## config.mk

```make
export PLATFORM = sky130hd
export DESIGN_NAME = if_fetch_ctrl
export DESIGN_NICKNAME = d
export VERILOG_FILES = /design/src/rtl/if_fetch_ctrl_pkg.sv /design/src/rtl/if_fetch_ctrl_sat_counter.sv /design/src/rtl/if_fetch_ctrl.sv
export SDC_FILE = /design/constraint.sdc
export NUM_CORES = 1
export LEC_CHECK = 0
export ABC_CLOCK_PERIOD_IN_PS = 3430
export CAP_MARGIN = 20
export CORE_MARGIN = 8
export CORE_UTILIZATION = 50
export CTS_CLUSTER_SIZE = 20
export DETAILED_ROUTE_END_ITERATION = 10
export DONT_BUFFER_PORTS = 1
export GPL_ROUTABILITY_DRIVEN = 1
export GPL_TIMING_DRIVEN = 0
export PLACE_DENSITY = 0.67
export REMOVE_ABC_BUFFERS = 1
export SYNTH_ARGS = -nofsm -noshare
export SYNTH_HDL_FRONTEND = slang
export SYNTH_HIERARCHICAL = 1
export SYNTH_SLANG_ARGS = --single-unit
```

## constraint.sdc

```tcl
create_clock -name clk -period 3.43 [get_ports clk]
set_clock_uncertainty 0.15 [all_clocks]
set_input_delay 0.686 -clock clk [delete_from_list [all_inputs] [get_ports clk]]
set_output_delay 0.686 -clock clk [all_outputs]
set_load 0.005 [all_outputs]
```

## src/rtl/if_fetch_ctrl_pkg.sv

```systemverilog
// Shared definitions for the instruction-fetch sequencer.
package if_fetch_ctrl_pkg;

  typedef enum logic [1:0] {
    ST_LOAD  = 2'd0,
    ST_START = 2'd1,
    ST_RUN   = 2'd2,
    ST_HALT  = 2'd3
  } state_e;

  // Encoding the fetch datapath loads into IF/ID when it is flushed (addi x0,x0,0).
  localparam logic [31:0] NOP_INSN = 32'h0000_0013;

  localparam int unsigned DEF_ADDR_W = 8;
  localparam int unsigned DEF_CNT_W  = 16;

endpackage

```

## src/rtl/if_fetch_ctrl_sat_counter.sv

```systemverilog
// Saturating up-counter with synchronous clear, used for performance counters.
module sat_counter #(
  parameter int unsigned W = 16
) (
  input  logic         clk,
  input  logic         rst,
  input  logic         inc,
  input  logic         clr,
  output logic [W-1:0] count
);

  logic [W-1:0] count_q;
  logic [W-1:0] count_d;

  // Next count: clear wins, otherwise increment until all ones.
  always_comb begin
    count_d = count_q;
    if (clr) begin
      count_d = '0;
    end else if (inc && (count_q != '1)) begin
      count_d = count_q + 1'b1;
    end
  end

  // Count register, asynchronously cleared.
  always_ff @(posedge clk or posedge rst) begin
    if (rst) begin
      count_q <= '0;
    end else begin
      count_q <= count_d;
    end
  end

  assign count = count_q;

endmodule

```

## src/rtl/if_fetch_ctrl.sv

```systemverilog
// Instruction-fetch sequencer: program load into IMEM, PC release, stall/flush gating, halt.
module if_fetch_ctrl
  import if_fetch_ctrl_pkg::*;
#(
  parameter int unsigned ADDR_W = DEF_ADDR_W,
  parameter int unsigned CNT_W  = DEF_CNT_W
) (
  input  logic              clk,
  input  logic              reset,
  input  logic              ld_valid,
  output logic              ld_ready,
  input  logic [31:0]       ld_data,
  input  logic              ld_last,
  output logic              imem_we,
  output logic [ADDR_W-1:0] imem_waddr,
  output logic [31:0]       imem_wdata,
  input  logic              pcsel_in,
  input  logic              stall_in,
  input  logic              halt_in,
  input  logic              reload_in,
  output logic              pc_clear,
  output logic              pc_en,
  output logic              pc_sel,
  output logic              ifid_en,
  output logic              ifid_flush,
  output logic              idex_flush,
  output logic              running,
  output logic              halted,
  output logic [CNT_W-1:0]  stall_cnt,
  output logic [CNT_W-1:0]  flush_cnt
);

  state_e            state_q, state_d;
  logic [ADDR_W-1:0] wr_ptr_q, wr_ptr_d;
  logic              stall_inc;
  logic              flush_inc;

  // State and load-pointer registers; reset aborts any load or run.
  always_ff @(posedge clk or posedge reset) begin
    if (reset) begin
      state_q  <= ST_LOAD;
      wr_ptr_q <= '0;
    end else begin
      state_q  <= state_d;
      wr_ptr_q <= wr_ptr_d;
    end
  end

  // Next state and all control outputs, decoded from state and inputs.
  always_comb begin
    state_d    = state_q;
    wr_ptr_d   = wr_ptr_q;
    ld_ready   = 1'b0;
    imem_we    = 1'b0;
    imem_waddr = wr_ptr_q;
    imem_wdata = ld_data;
    pc_clear   = 1'b0;
    pc_en      = 1'b0;
    pc_sel     = 1'b0;
    ifid_en    = 1'b0;
    ifid_flush = 1'b0;
    idex_flush = 1'b0;
    stall_inc  = 1'b0;
    flush_inc  = 1'b0;
    unique case (state_q)
      ST_LOAD: begin
        ld_ready = 1'b1;
        if (ld_valid) begin
          imem_we  = 1'b1;
          wr_ptr_d = wr_ptr_q + 1'b1;
          // The top address ends the load so IMEM is never wrapped over.
          if (ld_last || (wr_ptr_q == '1)) begin
            state_d = ST_START;
          end
        end
      end
      ST_START: begin
        pc_clear   = 1'b1;
        ifid_flush = 1'b1;
        idex_flush = 1'b1;
        state_d    = ST_RUN;
      end
      ST_RUN: begin
        if (pcsel_in) begin
          // A taken branch overrides stall and halt: both belong to squashed wrong-path work.
          pc_sel     = 1'b1;
          pc_en      = 1'b1;
          ifid_en    = 1'b1;
          ifid_flush = 1'b1;
          idex_flush = 1'b1;
          flush_inc  = 1'b1;
        end else begin
          if (stall_in) begin
            idex_flush = 1'b1;
            stall_inc  = 1'b1;
          end
          if (halt_in) begin
            state_d = ST_HALT;
          end
          if (!stall_in && !halt_in) begin
            pc_en   = 1'b1;
            ifid_en = 1'b1;
          end
        end
      end
      ST_HALT: begin
        if (reload_in) begin
          state_d  = ST_LOAD;
          wr_ptr_d = '0;
        end
      end
      default: begin
        state_d = ST_LOAD;
      end
    endcase
  end

  assign running = (state_q == ST_RUN);
  assign halted  = (state_q == ST_HALT);

  sat_counter #(.W(CNT_W)) u_stall_cnt (
    .clk   (clk),
    .rst   (reset),
    .inc   (stall_inc),
    .clr   (1'b0),
    .count (stall_cnt)
  );

  sat_counter #(.W(CNT_W)) u_flush_cnt (
    .clk   (clk),
    .rst   (reset),
    .inc   (flush_inc),
    .clr   (1'b0),
    .count (flush_cnt)
  );

endmodule

```

## Yosys cells after proc, flatten, opt, wreduce, memory -nomap -nowiden

Index checks and enable logic that the tools add are counted.

- Flip-flop bits (word level): 42
- Input bits: 40
- Output and inout bits: 82
- Word-level logic and storage cells: 52

- Add/sub/neg operators: 3
- Eq/ne operators: 11
- Mux-type cells: 24
- Reductions and logical operators: 10

Operators with widths:

| operator | count |
|---|---|
| adder 16 x 1 -> 16 bit (second input constant) | 2 |
| inequality test 16 bit (second input constant) | 2 |
| 2-to-1 mux 8 bit | 2 |
| one-hot mux 8 bit (2 select lines) | 1 |
| 2-to-1 mux 1 bit | 13 |
| 2-to-1 mux 2 bit | 5 |
| inequality test 2 bit (second input constant) | 5 |
| adder 8 x 1 -> 8 bit (second input constant) | 1 |
| equality test 8 bit (second input constant) | 1 |
| one-hot mux 2 bit (4 select lines) | 1 |
| AND reduction 5 bit | 1 |
| equality test 2 bit (second input constant) | 2 |
| one-hot mux 1 bit (2 select lines) | 2 |
| logical AND 1 bit | 3 |
| AND reduction 3 bit | 1 |
| equality test 2 x 1 -> 1 bit (second input constant) | 1 |
| logical NOT 1 bit | 2 |
| logical NOT 2 bit | 1 |
| nonzero test 2 bit | 1 |
| logical OR 1 bit | 1 |

## Depth between registers and ports, before layout

Gate-level depths: netlist (run 1).

- Word-level depth: 5
- Gate-level depth with buffers: 9
- Mapped depth without buffers: 8

## Modules after synthesis

The synthesis (run 1) kept the hierarchy.

Modules (own cells, without submodules):

| module | instances | cells each | area each (sq um) | sequential area each (sq um) |
|---|---|---|---|---|
| sat_counter | 2 | 101 | 932.1 | 400.4 |
| if_fetch_ctrl | 1 | 106 | 922.1 | 250.2 |

## Worst setup path after synthesis (run 1)

No wires, ideal clock.

- Path type: flip-flop to flip-flop
- From: reg state_q[0]
- To: reg u_flush_cnt.count_q[13], in the netlist u_flush_cnt/count[13]
- Data arrival time: 2.256 ns
- Setup slack: 0.947 ns
- Cell stages (with the launch flop): 9
- Buffers on the path: 1
- Path through: dfrtp_1 -> inv_1 -> ha_1 -> and2_1 -> clkbuf_2 -> nand3_1 -> or4_4 -> or4_1 -> a21oi_1

- Word-level cells in the longest chain between the ends: 3

Ends and longest elaborated chain:

| element | RTL line | RTL |
|---|---|---|
| start, declared | if_fetch_ctrl.sv:33 | `state_e state_q, state_d;` |
| start signal, assigned | if_fetch_ctrl.sv:44 | `state_q <= state_d;` |
| equality test 2 bit | n/a |  |
| net running | if_fetch_ctrl.sv:27 | `output logic running,` |
| 2-to-1 mux 1 bit | if_fetch_ctrl.sv:65 | `unique case (state_q)` |
| net pc_sel | if_fetch_ctrl.sv:23 | `output logic pc_sel,` |
| logical AND 1 bit | if_fetch_ctrl_sat_counter.sv:20 | `end else if (inc && (count_q != '1)) begin` |
| end signal, assigned | if_fetch_ctrl_sat_counter.sv:30 | `count_q <= count_d;` |
| end, declared | if_fetch_ctrl_sat_counter.sv:12 | `logic [W-1:0] count_q;` |

The timed path passes the listed nets, and every way through them passes these cells.
A chain may end at the register's enable or synchronous reset.

## Worst setup path in the final report (run 1)

- From: reg state_q[0]
- To: reg u_stall_cnt.count_q[13], in the netlist u_stall_cnt/count[13]

- Word-level cells in the longest chain between the ends: 3

Ends and longest elaborated chain:

| element | RTL line | RTL |
|---|---|---|
| equality test 2 bit | n/a |  |
| net running | if_fetch_ctrl.sv:27 |  |
| 2-to-1 mux 1 bit | if_fetch_ctrl.sv:65 |  |
| net stall_inc | if_fetch_ctrl.sv:35 | `logic stall_inc;` |
| logical AND 1 bit | if_fetch_ctrl_sat_counter.sv:20 |  |
| end signal, assigned | if_fetch_ctrl_sat_counter.sv:30 |  |
| end, declared | if_fetch_ctrl_sat_counter.sv:12 |  |

The timed path passes the listed nets, and every way through them passes these cells.

==> results of run 1 <==
power by group through the flow:
stage / combinational (mW) / clock (mW) / sequential (mW)
floorplan: 0.269 / 0 / 0.575
global placement: 0.323 / 0 / 0.589
detailed placement: 0.326 / 0 / 0.588
CTS: 0.328 / 0.412 / 0.579
global route: 0.370 / 0.428 / 0.586
finish: 0.325 / 0.394 / 0.578
critical path: stages (launching register included):
cell	delay, ns
dfrtp_1	0.41
inv_1	0.12
ha_1	0.31
nand2_1	0.08
nor2_1	0.40
nand3_1	0.31
or4_4	0.52
or4_1	0.43
a21oi_1	0.15
cells by family after synthesis:
kind of cell             Yosys count
XOR/XNOR                           2
buffers and inverters             52
AO/OA/AOI/OAI                     64
other                              1
AND/OR/NAND/NOR                  131
multiplexers                       8
flip-flops                        42
adder cells (fa/ha/maj)            8
per-stage QoR:
stage,utilization,instances,setup WS (ns)
after floorplan,-,267,0.9186
after global placement,0.4727,339,0.4981
after detailed placement,0.4727,339,0.4834
after CTS,0.4937,347,0.4599
after global routing,0.4937,347,0.1774
final,0.4937,347,0.4651
final timing paths:
check,to,cells after the start,slack [ns],from
hold reg to reg,state_q[1],1,0.42,state_q[1]
hold / removal,imem_waddr[3],1,0.1,reset
setup reg to reg,u_stall_cnt/count[13],8,0.47,state_q[0]
setup / recovery,u_stall_cnt/count[13],8,0.47,state_q[0]
min in group clk,state_q[1],1,0.42,state_q[1]
max in group asynchronous,u_flush_cnt/count[7],1,2.51,reset
sequential cells by signal (all words and copies together) (netlist names):
signal / count
u_flush_cnt/count: 16
u_stall_cnt/count: 16
imem_waddr: 8
state_q: 2
placed cells by master, fill, tap and decap left out, types with 2 or more instances in the layout:
| cell | synthesis | routed |
|---|---|---|
| mux2_2 | 4 | 4 |
| nand2b_1 | 6 | 6 |
| clkbuf_8 | 0 | 5 |
| nand4_1 | 12 | 12 |
| nor4_1 | 6 | 6 |
| nor3_1 | 8 | 8 |
| or3_2 | 2 | 2 |
| dfrtp_1 | 42 | 42 |
| nor2b_1 | 7 | 7 |
| or4_4 | 2 | 2 |
| ha_1 | 8 | 8 |
| inv_1 | 10 | 10 |
| or3_1 | 14 | 14 |
| o21ai_0 | 14 | 14 |
| xor2_1 | 2 | 2 |
| o21a_1 | 2 | 2 |
| and2_1 | 2 | 2 |
| nand3_1 | 18 | 18 |
| o31ai_1 | 11 | 11 |
| or4_2 | 2 | 2 |
| a31oi_1 | 2 | 2 |
| clkinvlp_4 | 0 | 2 |
| o41ai_1 | 4 | 4 |
| nor2_1 | 12 | 12 |
| and4_1 | 2 | 2 |
| nand2_1 | 17 | 17 |
| nand4_4 | 2 | 2 |
| or4_1 | 14 | 14 |
| mux2i_1 | 3 | 3 |
| a21oi_1 | 27 | 27 |
| conb_1 | 1 | 2 |
final cells by class:
cell class	count	area share
Tap cell	72	0.03355
Inverter	10	0.01398
Multi-Input combinational cell	215	0.5186
Clock buffer	5	0.02563
Clock inverter	3	0.01678
Sequential cell	42	0.3914
per-layer routing:
| metal | global-route usage | wire, um |
|---|---|---|
| met5 | 0.03846 | 37 |
| met4 | 0.04716 | 34 |
| met1 | 0.2276 | 3342 |
| met3 | 0.1164 | 991 |
| met2 | 0.2266 | 3028 |
==> flow_summary.ini, run 1 <==
[outcome]
status = complete, no violations

[power_and_ir_drop]
powerDensity_nw_per_um2 = 483.1
p_total_mw = 1.297
peakVddDrop_uv = 396.0
p_seq_frac = 0.446
power.net_switching_mw = 0.4211
power_leakage_nw = 1.018
clkPwrFrac = 0.304
combPwrFrac = 0.250
p_int_mw = 0.8760
switching_share = 0.3246

[detailed_routing]
first_iter_violations = 167
wl_per_cell_um = 21.42
antenna_left = 0
dr_total_vias = 2211
firstDrtPassIters = 4
viasPerCell = 6.372
drc_errors = 0
drt_wl_total_um = 7433

[final_layout]
fin_area_um2 = 2685
nets = 322
fillCellCount = 522
diodes = 0
drive_gt1_frac = 0.09091
syn_to_final_growth_pct = -3.637
ff_latch_area_um2 = 1051
multi_input_area_um2 = 1393

[clock_tree]
cts_max_level = 2
cts_tree = yes
cts_setup_buffers = 0
path_clk_slew_ns = 0.09
clock_latency_ns = 0.29
cts.sinks = 42
clock-root-buffer = clkbuf_8
postCtsHoldBufs = 0
cts_resized = 0
clockBufferDepth = 2
cts_made_buffers = 5

[logic_synthesis]
synth_top_area_cell = dfrtp_1
synth-edff-count = 0
synth_most_common_cell = dfrtp_1
syn_inst = 308
synth_warnings = 6
synth_top_cell_area_share = 0.3772
synth_top_family_by_area = simple AND/OR/NAND/NOR gates
synth_compound_area_frac = 0.1365
synth_adder_area_share = 0.03592
avgSynthCellArea_um2 = 9.047
synth_top_flop_cell = dfrtp_1
synth_common_cells = dfrtp_1 (42), buf_4 (35), a21oi_1 (27), nand3_1 (18), nand2_1 (17)
yosys-top-cells-area = dfrtp_1 (38%), buf_4 (9.4%), a21oi_1 (4.8%), or4_1 (3.8%), ha_1 (3.6%)
syn-cell-area_um2 = 2786
synthMuxAreaShare = 0.03098
synth-seq-cells = 42
synth-simple-area-share = 0.2874
synthXorXnorAreaFrac = 0.006286
seq_area_frac_synth = 0.3772
synth-async-reset-ratio = 1.000
synth.distinct_cells = 44

[setup_path]
cp-start-kind = flop
worstSetupPathType = reg2reg
arrival_ns = 3.03
crit_required_ns = 3.50
endpoint_kind = flop
cp_max_fo = 8

[placement]
place_hpwl_um = 5517
io_buffers = 0
dpl_cell_area_um2 = 2571
gp_congestion = 0.7426

[global_routing]
grt_pass1_vias = 2039
grt_usage = 0.1760
grt_max_degree = 20
antenna_found_initial = 0
grt_pass1_wl_um = 11500
gr-total-overflow = 0

[timing]
rsz0062_at_grt = false
fmax_mhz = 337.3
whs_ns = 0.09898
fin_crit_ns = 2.965
hold_violations = 0
slew_headroom = 0.4916
worst_pin_slew_ns = 0.7556
setup_tns_ns = 0
drv_slew = 0
fin_crit_sh = 0.8644
setup_viol = 0

[die]
fp-row-count = 27
dieWidth_um = 90.65
boundaryPins = 122
start_util = 0.5123
core_area_um2 = 5439
fp.dieH_um = 90.65
die_area_um2 = 8217

[min_path]
hold_path.class = in2async

[job]
cap_violations = 0
No activity file was read; power rests on OpenSTA's default activity.
==> inputs of run 2 (changes only) <==
--- a/config.mk
+++ b/config.mk
@@ -5,7 +5,7 @@
 export SDC_FILE = /design/constraint.sdc
 export NUM_CORES = 1
 export LEC_CHECK = 0
-export ABC_CLOCK_PERIOD_IN_PS = 3430
+export ABC_CLOCK_PERIOD_IN_PS = 2700
 export CAP_MARGIN = 20
 export CORE_MARGIN = 8
 export CORE_UTILIZATION = 50
@@ -14,7 +14,7 @@
 export DONT_BUFFER_PORTS = 1
 export GPL_ROUTABILITY_DRIVEN = 1
 export GPL_TIMING_DRIVEN = 0
-export PLACE_DENSITY = 0.67
+export PLACE_DENSITY = 0.7
 export REMOVE_ABC_BUFFERS = 1
 export SYNTH_ARGS = -nofsm -noshare
 export SYNTH_HDL_FRONTEND = slang
==> constraint.sdc (replaced) <==
create_clock -name clk -period 2.7 [get_ports clk]
set_clock_uncertainty 0.15 [all_clocks]
set_input_delay 0.54 -clock clk [delete_from_list [all_inputs] [get_ports clk]]
set_output_delay 0.54 -clock clk [all_outputs]
set_load 0.005 [all_outputs]
==> run 2 against run 1 <==
Net effect: core utilization is 0.46 points higher; maximum frequency is 16% higher; die area did not move; combinational power grew 33%; non-clock buffer count rose by 3; worst hold slack lost 0.034 ns; routed wire length is 0.62% higher; final cell count grew 0.86%; power up 23%; clock power increased by 6.6%.
==> flow_summary.ini, run 2 (synthesis results as in run 1) <==
[outcome]
status = complete, no violations

[job]
cap_violations = 0

[setup_path]
cp_max_fo = 7
crit_required_ns = 2.76
cpPeakStageDelay_ns = 0.49
crit_family = simple AND/OR/NAND/NOR gates
path_cells = inv_1 -> ha_2 -> nand2_1 -> nor2_4 -> nand3_2 -> or4_4 -> or4_1 -> a21oi_1
endpoint_kind = flop
cp-start-kind = flop
worst-path-stages = 8
cp_slowest_cell = or4_4
worst-path-buf-inv = 1
worstSetupPathType = reg2reg
arrival_ns = 2.62
reg2reg_depth = 8

[global_routing]
antenna_found_initial = 0
busiest_layer = met1
globalRouteMet2Util = 0.2278
gr-total-overflow = 0
grt_pass1_wl_um = 11520
grt_usage = 0.1761
grtUsageMet1 = 0.2288
grt_max_degree = 20
grt_pass1_vias = 2030
use_met3 = 0.1172

[clock_tree]
cts.sinks = 42
clock_latency_ns = 0.29
clockBufferDepth = 2
clock-root-buffer = clkbuf_8
path_clk_slew_ns = 0.08
cts_made_buffers = 5
cts_tree = yes
cts_max_level = 2

[final_layout]
syn_to_final_growth_pct = -2.739
fin_area_um2 = 2710
nets = 325
diodes = 0
fillCellCount = 537
most-common-layout-cells = dfrtp_1 (42), a21oi_1 (27), nand2_1 (17), nand3_1 (16)
drive_gt1_frac = 0.1115
ff_latch_area_um2 = 1051
final_common_cell = dfrtp_1
multi_input_area_um2 = 1415

[die]
fp.dieH_um = 90.65
core_area_um2 = 5439
dieWidth_um = 90.65
fp-row-count = 27
die_area_um2 = 8217
boundaryPins = 122
start_util = 0.5123

[timing]
slew_headroom = 0.4647
setup_viol = 0
drv_slew = 0
worst_pin_slew_ns = 0.7957
fin_crit_sh = 0.9500
fmax_mhz = 389.9
fin_crit_ns = 2.565
hold_violations = 0

[placement]
gp_congestion = 0.7830
dpl_cell_area_um2 = 2571
place_hpwl_um = 5522
io_buffers = 0

[detailed_routing]
antenna_left = 0
drt_wl_total_um = 7479
wl_per_cell_um = 21.37
drc_errors = 0
firstDrtPassIters = 4
viasPerCell = 6.489
first_iter_violations = 160
dr_total_vias = 2271

[power_and_ir_drop]
p_total_mw = 1.590
power_leakage_nw = 1.031
powerDensity_nw_per_um2 = 586.6
peakVddDrop_uv = 478.2

[min_path]
hold_path.class = in2async
==> run 2: worst reg2reg max path, cell delays in order (launching register included) <==
cell	delay, ns
dfrtp_1	0.41
inv_1	0.13
ha_2	0.27
nand2_1	0.11
nor2_4	0.17
nand3_2	0.17
or4_4	0.49
or4_1	0.42
a21oi_1	0.16
==> run 2: cell type report <==
cell class              instances  share of cell area
well taps                      72             0.03324
inverters                      10             0.01385
repair buffers                  3            0.009234
clock inverters                 1            0.001847
flip-flops and latches         42              0.3878
clock buffers                   7             0.03186
multi-input cells             215              0.5222
==> run 2: layer usage <==
| layer | up-vias | part of all wire |
|---|---|---|
| li1 | 1047 | - |
| met1 | 1117 | 0.45 |
| met2 | 103 | 0.41 |
| met3 | 4 | 0.14 |
| met4 | 0 | 0.0062 |
| met5 | - | 0 |
==> run 2: where the power goes <==
group	internal, mW	switching (mW)
registers	0.673	0.0652
logic	0.179	0.253
clock network	0.207	0.213
==> run 2: worst paths after layout <==
path	start	end	slack [ns]
worst min-delay path	reset	u_stall_cnt/count[3]	0.06
worst max-delay path	state_q[0]	u_stall_cnt/count[13]	0.14
min in group clk	reload_in	imem_waddr[4]	0.33
max in group asynchronous	reset	state_q[0]	1.60
worst max register to register	state_q[0]	u_stall_cnt/count[13]	0.14
worst min register to register	state_q[1]	state_q[1]	0.43
==> run 2: repair_timing <==
action,4_1_cts,5_1_grt
setup buffers,0,2
hold endpoints to repair,10,0
pin swaps,0,1
setup endpoints to repair,7,6
resized for setup,4,3
hold buffers,1,0
==> run 2: metrics by stage <==
step,setup WS (ns),std cells,setup TNS [ns],hold WS [ns],utilization
finish,0.1351,350,0,0.06460,0.4983
global route,-0.01097,350,-0.01097,0.09382,0.4983
CTS,0.00003064,348,0,0.07795,0.4934
detailed placement,-0.3002,339,-1.062,0.2835,0.4727
global placement,-0.2163,339,-0.6387,0.2860,0.4727
floorplan,0.1886,267,0,0.2302,-
==> inputs of run 3 (changes only) <==
--- a/config.mk
+++ b/config.mk
@@ -9,6 +9,7 @@
 export CAP_MARGIN = 20
 export CORE_MARGIN = 8
 export CORE_UTILIZATION = 50
+export CTS_BUF_LIST = sky130_fd_sc_hd__clkbuf_16
 export CTS_CLUSTER_SIZE = 20
 export DETAILED_ROUTE_END_ITERATION = 10
 export DONT_BUFFER_PORTS = 1
==> run 3 against run 2 <==
Net effect: sequential power hardly changed; non-clock buffer count stayed put; routed wire length is 0.11% lower; maximum frequency is 0.26% higher; sequential cell count stayed put; via count is 0.88% lower; sequential share of layout area is 0.65 points lower; count of clock-buffer cells in the layout is 2 lower; largest power group unchanged.
==> flow_summary.ini, run 3 (synthesis results as in run 1) <==
[power_and_ir_drop]
p_total_mw = 1.741
power_leakage_nw = 1.055
peakVddDrop_uv = 502.1
powerDensity_nw_per_um2 = 631.6

[timing]
setup_viol = 0
setup_tns_ns = 0
fmax_mhz = 390.9
drv_slew = 0
fin_crit_sh = 0.9475
whs_ns = 0.07547
worst_pin_slew_ns = 0.7640
hold_violations = 0
rsz0062_at_grt = false
slew_headroom = 0.4860
fin_crit_ns = 2.558

[setup_path]
crit_required_ns = 2.75
endpoint_kind = flop
arrival_ns = 2.61
path_cells = inv_1 -> ha_2 -> nand2_1 -> nor2_4 -> nand3_2 -> or4_4 -> or4_1 -> a21oi_1
crit_family = simple AND/OR/NAND/NOR gates
worst-path-buf-inv = 1
cpPeakStageDelay_ns = 0.49
worstSetupPathType = reg2reg
cp-start-kind = flop
cp_slowest_cell = or4_4
cp_max_fo = 7

[final_layout]
fin_area_um2 = 2756
final_common_cell = dfrtp_1
fillCellCount = 526
most-common-layout-cells = dfrtp_1 (42), a21oi_1 (27), nand2_1 (17), nand3_1 (16)
fin_util = 0.5068
diodes = 0
nets = 325
syn_to_final_growth_pct = -1.078
drive_gt1_frac = 0.1079

[global_routing]
grt_pass1_wl_um = 11600
grtUsageMet1 = 0.2288
antenna_found_initial = 0
use_met3 = 0.1197
grt_pass1_vias = 2047
grt_usage = 0.1778
grt_max_degree = 20
gr-total-overflow = 0
busiest_layer = met1
globalRouteMet2Util = 0.2284

[detailed_routing]
antenna_left = 0
firstDrtPassIters = 5
dr_total_vias = 2251
viasPerCell = 6.431
drt_wl_total_um = 7471
wl_per_cell_um = 21.35
drc_errors = 0
first_iter_violations = 140

[die]
start_util = 0.5123
die_area_um2 = 8217
fp-row-count = 27
core_area_um2 = 5439
boundaryPins = 122
dieWidth_um = 90.65
fp.dieH_um = 90.65

[clock_tree]
cts_max_level = 2
clock-root-buffer = clkbuf_16
clockBufferDepth = 2
path_clk_slew_ns = 0.06
cts_tree = yes
cts.sinks = 42
cts_made_buffers = 5
clock_latency_ns = 0.28

[min_path]
hold_path.class = in2async

[placement]
gp_congestion = 0.7830
place_hpwl_um = 5522
io_buffers = 0
dpl_cell_area_um2 = 2571

[outcome]
status = complete, no violations

[job]
cap_violations = 0
run 3: cell types whose count changed in the layout (fill, tap and decap cells not counted):
cell,change
clkbuf_16,+5
clkbuf_8,-6
clkinv_1,+1
inv_1,+1
clkbuf_1,-1
run 3: worst paths after layout:
path                       depth (start not counted)  slack, ns        from                     to
setup / recovery                                   8       0.14  state_q[0]  u_stall_cnt/count[13]
hold / removal                                     1       0.08       reset   u_stall_cnt/count[3]
setup reg to reg                                   8       0.14  state_q[0]  u_stall_cnt/count[13]
hold reg to reg                                    1       0.42  state_q[1]             state_q[1]
max in group asynchronous                          2       1.58       reset             state_q[0]
min in group clk                                   3       0.35   reload_in          imem_waddr[4]
run 3: layer usage:
metal / wire (um) / vias up
li1: - / 1043
met2: 3039 / 98
met5: 0 / -
met4: 73 / 0
met1: 3368 / 1104
met3: 990 / 6
run 3: timing repair:
action                                 CTS  global route
endpoints found under the hold margin   10             0
buffers inserted                         0             2
gates resized for setup                  4             3
pin swaps                                0             1
setup endpoints to repair                7             6
hold buffers                             1             0
run 3: final cells by class:
cell class	count	area, um2	area share
Tap cell	72	90.09	0.03268
Clock inverter	3	12.51	0.004539
Inverter	10	37.54	0.01362
Timing Repair Buffer	3	25.02	0.009079
Sequential cell	42	1051	0.3813
Multi-Input combinational cell	215	1415	0.5134
Clock buffer	5	125.1	0.04539
run 3: stage by stage:
| stage | cells | setup WS (ns) |
|---|---|---|
| after CTS | 348 | 0.004999 |
| after detailed placement | 339 | -0.3002 |
| after floorplan | 267 | 0.1886 |
| final | 350 | 0.1417 |
| after global routing | 350 | 0.005925 |
| after global placement | 339 | -0.2163 |
run 3: power by group:
part           internal [mW]  switching, mW  leakage [nW]
logic                  0.179          0.254         0.403
clock network          0.334          0.234        0.0724
registers              0.674         0.0654         0.580
